[src/rtl/onehot_demux_stream_pkg.sv]
// Shared definitions for the one-hot streaming demultiplexer.
//   SEL_MAX_W         : widest select the is_onehot helper accepts
//   DROPCNT_WIDTH_DEF : default drop-counter width
//   DROPCNT_MAX       : saturation value of the default-width drop counter
//   is_onehot()       : true when exactly one bit of the (zero-extended) select is set
package demux_pkg;

    localparam int SEL_MAX_W         = 32;
    localparam int DROPCNT_WIDTH_DEF = 8;
    localparam logic [DROPCNT_WIDTH_DEF-1:0] DROPCNT_MAX = {DROPCNT_WIDTH_DEF{1'b1}};

    // Callers zero-extend narrower selects, so one function covers every width.
    // Clearing the lowest set bit leaves zero only for a single-bit value.
    function automatic logic is_onehot(input logic [SEL_MAX_W-1:0] v);
        return (v != {SEL_MAX_W{1'b0}}) &&
               ((v & (v - {{(SEL_MAX_W-1){1'b0}}, 1'b1})) == {SEL_MAX_W{1'b0}});
    endfunction

endpackage

[src/rtl/onehot_demux_stream_lane.sv]
// One-entry output register slice for a single demux lane.
//   clk, rst_n : clock and asynchronous active-low reset
//   load       : capture ld_data this cycle (top only asserts it when can_accept)
//   ld_data    : beat data to capture
//   out_valid  : slice holds a beat
//   out_ready  : downstream consumer accepts the held beat
//   out_data   : held beat; keeps its last value after the beat drains
//   can_accept : slice is empty or drains this cycle, so a load is safe
module demux_lane
    import demux_pkg::*;
#(
    parameter int DATAWIDTH = 4
) (
    input  logic                 clk,
    input  logic                 rst_n,
    input  logic                 load,
    input  logic [DATAWIDTH-1:0] ld_data,
    output logic                 out_valid,
    input  logic                 out_ready,
    output logic [DATAWIDTH-1:0] out_data,
    output logic                 can_accept
);

    logic                 valid_r;
    logic [DATAWIDTH-1:0] data_r;

    assign can_accept = ~valid_r | out_ready;
    assign out_valid  = valid_r;
    assign out_data   = data_r;

    // Slice state: a load wins over a drain, giving back-to-back delivery without a bubble.
    always_ff @(posedge clk or negedge rst_n) begin
        if (!rst_n) begin
            valid_r <= 1'b0;
            data_r  <= {DATAWIDTH{1'b0}};
        end else if (load) begin
            valid_r <= 1'b1;
            data_r  <= ld_data;
        end else if (valid_r && out_ready) begin
            valid_r <= 1'b0;
            data_r  <= data_r;
        end else begin
            valid_r <= valid_r;
            data_r  <= data_r;
        end
    end

endmodule

[src/rtl/onehot_demux_stream.sv]
// Streaming one-hot demultiplexer: steers each input beat to the lane named by sel.
//   clk, rst_n : clock and asynchronous active-low reset
//   in_valid   : input beat valid
//   in_ready   : input beat accepted when in_valid && in_ready (combinational)
//   din, sel   : beat data and its one-hot lane select
//   out_valid  : per-lane beat held
//   out_ready  : per-lane consumer accept
//   dout       : packed lane data, lane i at dout[i*DATAWIDTH +: DATAWIDTH]
//   drop_cnt   : saturating count of beats dropped for an illegal select
//   sel_err    : sticky flag, set by the first dropped beat
module onehot_demux_stream
    import demux_pkg::*;
#(
    parameter int DATAWIDTH     = 4,
    parameter int SELECT_WIDTH  = 4,
    parameter int DROPCNT_WIDTH = DROPCNT_WIDTH_DEF
) (
    input  logic                              clk,
    input  logic                              rst_n,
    input  logic                              in_valid,
    output logic                              in_ready,
    input  logic [DATAWIDTH-1:0]              din,
    input  logic [SELECT_WIDTH-1:0]           sel,
    output logic [SELECT_WIDTH-1:0]           out_valid,
    input  logic [SELECT_WIDTH-1:0]           out_ready,
    output logic [DATAWIDTH*SELECT_WIDTH-1:0] dout,
    output logic [DROPCNT_WIDTH-1:0]          drop_cnt,
    output logic                              sel_err
);

    localparam logic [DROPCNT_WIDTH-1:0] CNT_MAX = {DROPCNT_WIDTH{1'b1}};
    localparam logic [DROPCNT_WIDTH-1:0] CNT_ONE = DROPCNT_WIDTH'(1);

    logic [SEL_MAX_W-1:0]     sel_ext_s;
    logic                     sel_ok_s;
    logic                     acc_s;
    logic                     drop_s;
    logic [SELECT_WIDTH-1:0]  load_s;
    logic [SELECT_WIDTH-1:0]  can_accept_s;
    logic [DROPCNT_WIDTH-1:0] drop_cnt_r;
    logic                     sel_err_r;

    // Zero-extend the select to the helper's fixed width.
    always_comb begin
        sel_ext_s                     = {SEL_MAX_W{1'b0}};
        sel_ext_s[SELECT_WIDTH-1:0]   = sel;
    end

    assign sel_ok_s = is_onehot(sel_ext_s);

    // Illegal selects are always accepted so they can be dropped; a legal one
    // waits only on its own lane, never on in_valid.
    assign in_ready = ~sel_ok_s | (|(sel & can_accept_s));
    assign acc_s    = in_valid & in_ready;
    assign drop_s   = acc_s & ~sel_ok_s;
    assign load_s   = {SELECT_WIDTH{acc_s & sel_ok_s}} & sel;

    genvar gi;
    generate
        for (gi = 0; gi < SELECT_WIDTH; gi++) begin : g_lane
            demux_lane #(
                .DATAWIDTH (DATAWIDTH)
            ) u_lane (
                .clk        (clk),
                .rst_n      (rst_n),
                .load       (load_s[gi]),
                .ld_data    (din),
                .out_valid  (out_valid[gi]),
                .out_ready  (out_ready[gi]),
                .out_data   (dout[gi*DATAWIDTH +: DATAWIDTH]),
                .can_accept (can_accept_s[gi])
            );
        end
    endgenerate

    // Saturating drop counter and sticky error flag for illegal-select beats.
    always_ff @(posedge clk or negedge rst_n) begin
        if (!rst_n) begin
            drop_cnt_r <= {DROPCNT_WIDTH{1'b0}};
            sel_err_r  <= 1'b0;
        end else if (drop_s) begin
            sel_err_r <= 1'b1;
            if (drop_cnt_r != CNT_MAX) begin
                drop_cnt_r <= drop_cnt_r + CNT_ONE;
            end else begin
                drop_cnt_r <= drop_cnt_r;
            end
        end else begin
            drop_cnt_r <= drop_cnt_r;
            sel_err_r  <= sel_err_r;
        end
    end

    assign drop_cnt = drop_cnt_r;
    assign sel_err  = sel_err_r;

endmodule

[config.mk]
export PLATFORM = sky130hd
export DESIGN_NAME = onehot_demux_stream
export DESIGN_NICKNAME = d
export VERILOG_FILES = /design/src/rtl/onehot_demux_stream_pkg.sv /design/src/rtl/onehot_demux_stream_lane.sv /design/src/rtl/onehot_demux_stream.sv
export SDC_FILE = /design/constraint.sdc
export NUM_CORES = 1
export LEC_CHECK = 0
export ABC_AREA = 1
export BUFFER_PORTS_ARGS = -buffer_cell sky130_fd_sc_hd__buf_4
export CORE_MARGIN = 2
export CORE_UTILIZATION = 40
export CTS_BUF_LIST = sky130_fd_sc_hd__clkbuf_16
export DETAILED_ROUTE_END_ITERATION = 6
export PLACE_DENSITY = 0.65
export RECOVER_POWER = 50
export SLEW_MARGIN = 20
export SYNTH_ARGS = -nofsm -noshare
export SYNTH_HDL_FRONTEND = slang
export SYNTH_SLANG_ARGS = --single-unit
[constraint.sdc]
create_clock -name clk -period 4.8 [get_ports clk]
set_clock_uncertainty 0.2 [all_clocks]
set_input_delay 0.72 -clock clk [delete_from_list [all_inputs] [get_ports clk]]
set_output_delay 0.72 -clock clk [all_outputs]
set_load 0.005 [all_outputs]
======== Yosys cells after proc, flatten, opt, wreduce, memory -nomap -nowiden ========
Cells that the tools add are included.
storage, ports and cells
  register bits ........................... 29
  output and inout port bits .............. 30
  word-level logic and storage cells ...... 50
cells by class
  $add $sub $neg .......................... 2
  equality and inequality tests ........... 1
  mux-type cells .......................... 8
  bitwise gates (word level) .............. 16
  reductions and logical operators ........ 13
operator list
  cell                 count
  $and 4x32->32        1
  $logic_not 32->1     1
  $reduce_bool 32->1   1
  $add 8x1->8 const B  1
  $and 4x4->4          2
  $mux 1               8
  $ne 8x8->1 const B   1
  $reduce_bool 2->1    4
  $logic_and 1x1->1    5
  $not 1->1            5
  $or 1x1->1           5
  $sub 4x1->5 const B  1
  $reduce_or 4->1      1
  $and 1x1->1          3
  $reduce_and 2->1     1

======== Depth between registers and ports, before layout ========
Gate-level depths: netlist of run 1.
  word-level depth ........................ 10
  gate-level depth with buffers ........... 10

======== By module ========
Synthesis of run 1 repeated with hierarchy kept, for this count alone.
second synthesis, totals
  cell total of the unflattened synthesis .. 179
  area, all modules ....................... 1381.3 um^2
modules (own cells, without submodules)
  module               times used  cells an instance  area an instance (um^2)  seq. area each (um^2)
  demux_lane           4           21                 185.2                    125.1
  onehot_demux_stream  1           95                 640.6                    225.2

======== Least setup slack after synthesis of run 1 ========
OpenSTA, ideal clock, no wires.
  kind .................................... input to output
  start point ............................. in sel[3]
  end point ............................... out in_ready
  data arrival time ....................... 1.553 ns
  slack ................................... 2.327 ns
  cell stages on the path ................. 6
  path through ............................ buf_2 nor2_1 nor2_1 a21oi_4 buf_2 nand2_1
between the ends
  cells in the longest elaborated chain, start to end .. 6
  elaborated cells on any way between the ends .. 9
RTL lines
  what               RTL line                       RTL
  start, declared    onehot_demux_stream.sv:23      input logic [SELECT_WIDTH-1:0] sel,
  $sub 4x1->5        onehot_demux_stream_pkg.sv:16  ((v & (v - {{(SEL_MAX_W-1){1'b0}}, 1'b1})) == {SEL_MAX_W{1'b0}});
  $and 4x32->32      onehot_demux_stream_pkg.sv:16
  $logic_not 32->1   onehot_demux_stream_pkg.sv:16
  $logic_and 1x1->1  onehot_demux_stream_pkg.sv:15  return (v != {SEL_MAX_W{1'b0}}) &&
  $not 1->1          onehot_demux_stream.sv:53      assign in_ready = ~sel_ok_s | (|(sel & can_accept_s));
  $or 1x1->1 (*)     onehot_demux_stream.sv:53
  end, declared      onehot_demux_stream.sv:21      output logic in_ready,
Mark *: on every way between the ends. The rest lies on a longest branch, timed or not.

======== Final worst setup path of run 1 ========
Ends and elaborated chain as after synthesis.

==> flow_summary.ini, run 1 <==
[grt]
grt_max_degree = 30
grt_overflow = 0
grt.total_usage_pct = 17.50
antenna_found_initial = 0
grt_pass1_wl_um = 5388
grt_pass1_vias = 1210

[synthesis]
syn_nets = 187
yosysTopAreaCell = dfrtp_1
ys_seq_area_share_pct = 50.57
synth.distinct_cells = 20
synth_top_flop_cell = dfrtp_1
avgSynthCellArea_um2 = 8.393
ys_async_sr_fraction_pct = 100.0
yosysWarnings = 0
yosys.area_share.simple_pct = 35.57
synthMuxAreaShare_pct = 0
synthTopCellsByArea = dfrtp_1, nand2_1, nand4_1
synth_area_um2 = 1435
syn_inst = 171
synth_top_area_share_pct = 50.57
synth_top_family_by_area = simple AND/OR/NAND/NOR gates
synth_fa_ha_area_share_pct = 0.8718
synth_most_common_cell = nand2_1
synth_compound_area_share_pct = 1.133
synth_edf_count = 0
synth_common_cells = nand2_1, dfrtp_1, nand4_1
synthXorXnorAreaFrac_pct = 4.272
ys_ff_latch = 29

[detailed_routing]
ant_nets = 0
vias = 1230
wire_per_inst_um = 12.32
drc = 0
drt-initial-drc-count = 84
dr.pass1.iters = 4
finalWirelength_um = 3166
avgViaCountPerCell = 4.786

[timing]
setup_viol = 0
hold_viol_final = 0
worst_slew_pin_slew_ps = 1533
max_freq_ghz = 0.3582
worst_slack_ps = 2008
slew_headroom_pct = -2.177
fin_crit_sh_pct = 58.16
rsz0062_at_grt = no
fin_setup_tns_ps = 0
finalCriticalPeriod_ps = 2792
drv_slew = 30

[cts]
numCtsBuffers = 5
ctsRootBufferMaster = clkbuf_16
cts_hold_buf = 0
clk_pin_slew_ps = 40
worstSkewPairLatency_ps = 270
h-tree-depth = 2
cts-resized-gates = 0
cts_setup_buffers = 0
cts_tree = yes
clockBufferDepth = 2
cts_sinks = 29

[floorplan]
rows = 21
die_x_um = 63.90
core_um2 = 3390
die_area_um2 = 4083
start_util_pct = 42.34
die_y_um = 63.90
io_pins = 45

[status]
status = complete, but fails checks
violations = capacitance limit, slew limit

[worst_setup_path]
max_stage_delay_ps = 470
path_cells = buf_4, nor2_1, nor2_1, a21oi_4, nand2_1, buf_4
critPathKind = in -> out
end_kind = primary output
r2r_start = g_lane[0].u_lane.out_valid
cp_slowest_cell = a21oi_4
critical_path_required_ps = 3880
startpoint_type = primary input
crit_fanout = 22
crit_path_start = sel[3]
crit_arrival_ps = 1870

[pwr]
p_leak_nw = 1.027
powerDensity_nw_per_um2 = 439.8
ir_worst_vdd_mv = 0.2250

[min_path]
hold_class = reg -> reg
min_from = g_lane[0].u_lane.out_data[3]

[layout]
fill_cells = 333
final_nets = 226
drive_above_1_share_pct = 27.01
regArea_um2 = 725.7
multi_input_area_um2 = 603.1
diodes = 0
syn_to_final_growth_pct = 31.21

[placed_design]
place.port_buffers = 44
gp_congestion = 0.7644
dpl_worst_slack_ps = 2012
hpwl_um = 2335

[flow_run]
drv_cap = 1
## final cells by class
type	instances	share of cell area [%]
Sequential cell	29	38.54
Clock inverter	3	0.5980
Tap cell	46	3.056
Multi-Input combinational cell	121	32.03
Inverter	9	1.794
Clock buffer	5	6.645
Timing Repair Buffer	44	17.34
## through the flow
step	std cells	utilization, %	instance area, um2	hold WS (ps)	total power (W)
finish	257	55.56	1883	267.5	0.0008282
global route	257	55.56	1883	285.8	0.0008821
CTS	257	55.59	1884	179.4	0.0008412
detailed placement	249	51.57	1748	265.1	0.0005560
global placement	249	51.57	1748	256.1	0.0005489
floorplan	171	-	1435	224.4	0.0004425
## layout by cell type (no fill, tap or decap)
| cell type | n |
|---|---|
| nand2_1 | 71 |
| dfrtp_1 | 29 |
| buf_4 | 28 |
| nand4_1 | 16 |
| clkbuf_4 | 15 |
| inv_1 | 11 |
| nand3_1 | 9 |
| nor2_1 | 7 |
| clkbuf_16 | 5 |
| xnor2_1 | 4 |
| nand3_2 | 3 |
| xor2_1 | 3 |
| nand3b_1 | 2 |
| inv_2 | 1 |
| a21oi_4 | 1 |
| nor2_2 | 1 |
| nor2_4 | 1 |
| nand2_2 | 1 |
| or2_2 | 1 |
| ha_1 | 1 |
| clkbuf_1 | 1 |
## kinds of logic (layout without fill, tap and decap cells)
logic type,count (synthesis),after routing
fa+ha+maj,1,1
buf+inv,21,61
xor+xnor,7,7
flops,29,29
simple gates,112,112
compound gates,1,1
## report_power, final
part	switching (W)	internal [W]	leakage, nW
sequential	0.0000456	0.000299	0.369
combinational	0.0000920	0.000110	0.580
clock	0.0000963	0.000185	0.0776
## flip-flops by register name (all words and copies together) (netlist names)
name / cells
drop_cnt: 8
g_lane.u_lane.out_data: 16
g_lane.u_lane.out_valid: 4
sel_err: 1
## worst max-delay path, delay by kind of cell
kind	cells	cell delay, ps
AO/OA/AOI/OAI	1	470
buffers and inverters	2	310
AND/OR/NAND/NOR	3	380
## layer usage
| metal | global-route usage, % | share of wire (%) | routed length, um | vias to the layer above |
|---|---|---|---|---|
| met5 | 0 | 0 | 0 | - |
| met4 | 10.33 | 2.2 | 71 | 0 |
| met3 | 3.697 | 4.0 | 126 | 7 |
| met2 | 28.91 | 50 | 1579 | 29 |
| met1 | 20.91 | 44 | 1388 | 574 |
| li1 | - | - | - | 620 |
## worst paths after layout
check / to / slack [ps] / cells after the start
min reg2reg: g_lane[0].u_lane.out_data[3] / 270 / 2
min: g_lane[0].u_lane.out_data[3] / 270 / 2
min in group asynchronous: drop_cnt[3] / 620 / 1
max: in_ready / 2010 / 6
max reg2reg: g_lane[3].u_lane.out_data[1] / 2820 / 8
max in group asynchronous: g_lane[1].u_lane.out_data[2] / 2890 / 1
No activity file was read; power rests on OpenSTA's default activity.
==> inputs of run 2 (changes only) <==
Settings changed: ABC_AREA 1 to 0.
Clock period 4.8 ns to 2.8 ns, I/O delays scaled along.
==> run 2 against run 1 <==
Net effect: the run now ends clean; first-iteration DRC count decreased by 70%; design area is 1.5% higher; register-to-register slack worse by 1800 ps; largest cell class unchanged; setup slack lost 1500 ps; sequential power increased by 89%; combinational power is 100% higher; hold slack got worse by 70 ps; sequential share of layout area shrank 0.58 points; global-route usage decreased by 2.8 points.
==> flow_summary.ini, run 2 <==
[timing]
worst_slew_pin_slew_ps = 1492
fin_crit_sh_pct = 81.12
rsz0062_at_grt = no
setup_viol = 0
drv_slew = 0
max_freq_ghz = 0.4403
slew_headroom_pct = 0.5167
finalCriticalPeriod_ps = 2271
hold_viol_final = 0
fin_setup_tns_ps = 0

[synthesis]
synth_edf_count = 0
synth_top_area_share_pct = 51.51
ys_ff_latch = 29
synth_most_common_cell = dfrtp_1
synth.distinct_cells = 30
ys_async_sr_fraction_pct = 100.0
synth_common_cells = dfrtp_1, mux2_1, nand2_1
yosysTopAreaCell = dfrtp_1
synthTopCellsByArea = dfrtp_1, mux2_1, a211oi_4
ys_seq_area_share_pct = 51.51
syn_nets = 123
avgSynthCellArea_um2 = 13.17
syn_inst = 107
synth_area_um2 = 1409
yosysWarnings = 0
synth_top_flop_cell = dfrtp_1

[worst_setup_path]
path_cells = buf_4, or4b_4, o211a_4, nand3b_1, buf_4
ff2ff_setup_slack_ps = 1000
startpoint_type = primary input
end_kind = primary output
crit_arrival_ps = 1650
crit_fanout = 5
critPathBufInv = 2
cp_num_cells = 5
timing.rr.end = g_lane[2].u_lane.out_data[1]
reg2reg_depth = 4
critical_path_required_ps = 2180
max_stage_delay_ps = 560
crit_top_cell = buf_4
critPathKind = in -> out
cp_top_family = simple AND/OR/NAND/NOR gates
r2r_start = g_lane[0].u_lane.out_valid
cp_slowest_cell = or4b_4

[layout]
largest_reg_flops = 16
layout_common_cells = dfrtp_1, buf_4, mux2_1
multi_input_area_um2 = 634.4
drive_above_1_share_pct = 41.67
fill_cells = 300
regArea_um2 = 725.7
syn_to_final_growth_pct = 35.70
diodes = 0
final_nets = 171
final_common_cell = dfrtp_1
final_cell_count_no_fill = 202
final_area_um2 = 1912

[detailed_routing]
drc = 0
drt-initial-drc-count = 25
ant_nets = 0
wire_per_inst_um = 13.68
avgViaCountPerCell = 4.817
vias = 973
finalWirelength_um = 2764
dr.pass1.iters = 4

[floorplan]
die_area_um2 = 4013
core_um2 = 3363
die_x_um = 63.35
io_pins = 45
rows = 21
start_util_pct = 41.89
die_y_um = 63.35

[cts]
worstSkewPairLatency_ps = 270
numCtsBuffers = 5
clockBufferDepth = 2
ctsRootBufferMaster = clkbuf_16
cts_sinks = 29
cts_tree = yes
clk_pin_slew_ps = 50
cts_setup_buffers = 0
h-tree-depth = 2

[grt]
grt_pass1_wl_um = 4574
grt.total_usage_pct = 14.67
grt_overflow = 0
grt_max_degree = 30
antenna_found_initial = 0
grt_pass1_vias = 999

[pwr]
internal-power_w = 0.001121
combPwrFrac_pct = 26.4
swShare_pct = 28.21
p_sw_w = 0.0004407
pwr-share-clk_pct = 31.8
powerDensity_nw_per_um2 = 817.0
p_total_w = 0.001562
p_seq_share_pct = 41.8
p_leak_nw = 0.8707
ir_worst_vdd_mv = 0.4877

[placed_design]
gp_congestion = 0.8179
hpwl_um = 2115
place.port_buffers = 44
dp_cells = 193
post_dp_cell_area_um2 = 1767

[min_path]
min_from = din[2]
min_to = g_lane[1].u_lane.out_data[2]
hold-path-cell-count = 2
hold_class = in -> reg

[flow_run]
drv_cap = 0

[status]
status = complete, no violations
==> run 2: changes by cell type after synthesis, sizes merged, moves of 5 or more <==
cell	previous run	this run
buf	11	4
mux2	0	17
nand2	72	6
nand2b	0	5
nand3	12	4
nand4	16	1
nor2	9	3
==> run 2: area by class of cell <==
class | instances | share of cell area (%)
clock inverters | 3 | 0.9162
clock buffers | 5 | 6.545
flip-flops and latches | 29 | 37.96
multi-input cells | 69 | 33.18
inverters | 5 | 0.9817
repair buffers | 45 | 17.41
well taps | 46 | 3.010
==> run 2: power by group through the flow <==
| stage | registers (W) | logic (W) | clock network [W] |
|---|---|---|---|
| after floorplan | 0.000651 | 0.000172 | 0 |
| after global placement | 0.000652 | 0.000420 | 0 |
| after detailed placement | 0.000659 | 0.000429 | 0 |
| after CTS | 0.000655 | 0.000433 | 0.000507 |
| after global routing | 0.000672 | 0.000453 | 0.000533 |
| final | 0.000652 | 0.000412 | 0.000497 |
==> run 2: repair_timing <==
action | CTS | global route
endpoints found under the hold margin | 29 | 0
hold buffers | 1 | 0
gates resized for setup | 0 | 0
==> run 2: worst max-delay path by stage <==
stage                                              end  slack (ps)    from
final                                         in_ready         530  sel[0]
after detailed placement  g_lane[3].u_lane.out_data[0]         430  sel[0]
after CTS                                     in_ready         530  sel[0]
after global placement    g_lane[3].u_lane.out_data[0]         470  sel[0]
after global routing      g_lane[3].u_lane.out_data[3]         260   rst_n
after floorplan           g_lane[0].u_lane.out_data[0]         730  sel[1]
==> run 2: routing by layer <==
metal  GRT usage [%]  part of all wire (%)
met1           20.12                    47
met2           22.37                    47
met3           4.643                   4.8
met4           4.076                  0.47
met5               0                     0
==> run 2: metrics by stage <==
stage	setup slack, ps	hold slack, ps	utilization, %
finish	528.8	197.5	56.85
global route	257.7	197.1	56.85
CTS	525.6	191.0	57.07
detailed placement	432.7	162.8	52.53
global placement	470.9	159.3	52.53
floorplan	732.1	-75.59	-
==> run 2: logic make-up (layout without fill, tap and decap cells) <==
| group | count (synthesis) | count (layout) | share of synthesized area [%] |
|---|---|---|---|
| AO/OA/AOI/OAI | 15 | 15 | 14.03 |
| XOR/XNOR | 7 | 7 | 4.352 |
| adder cells (fa/ha/maj) | 1 | 1 | 0.8880 |
| buffers and inverters | 9 | 58 | 3.464 |
| flip-flops | 29 | 29 | 51.51 |
| multiplexers | 17 | 17 | 13.59 |
| AND/OR/NAND/NOR | 29 | 29 | 12.17 |
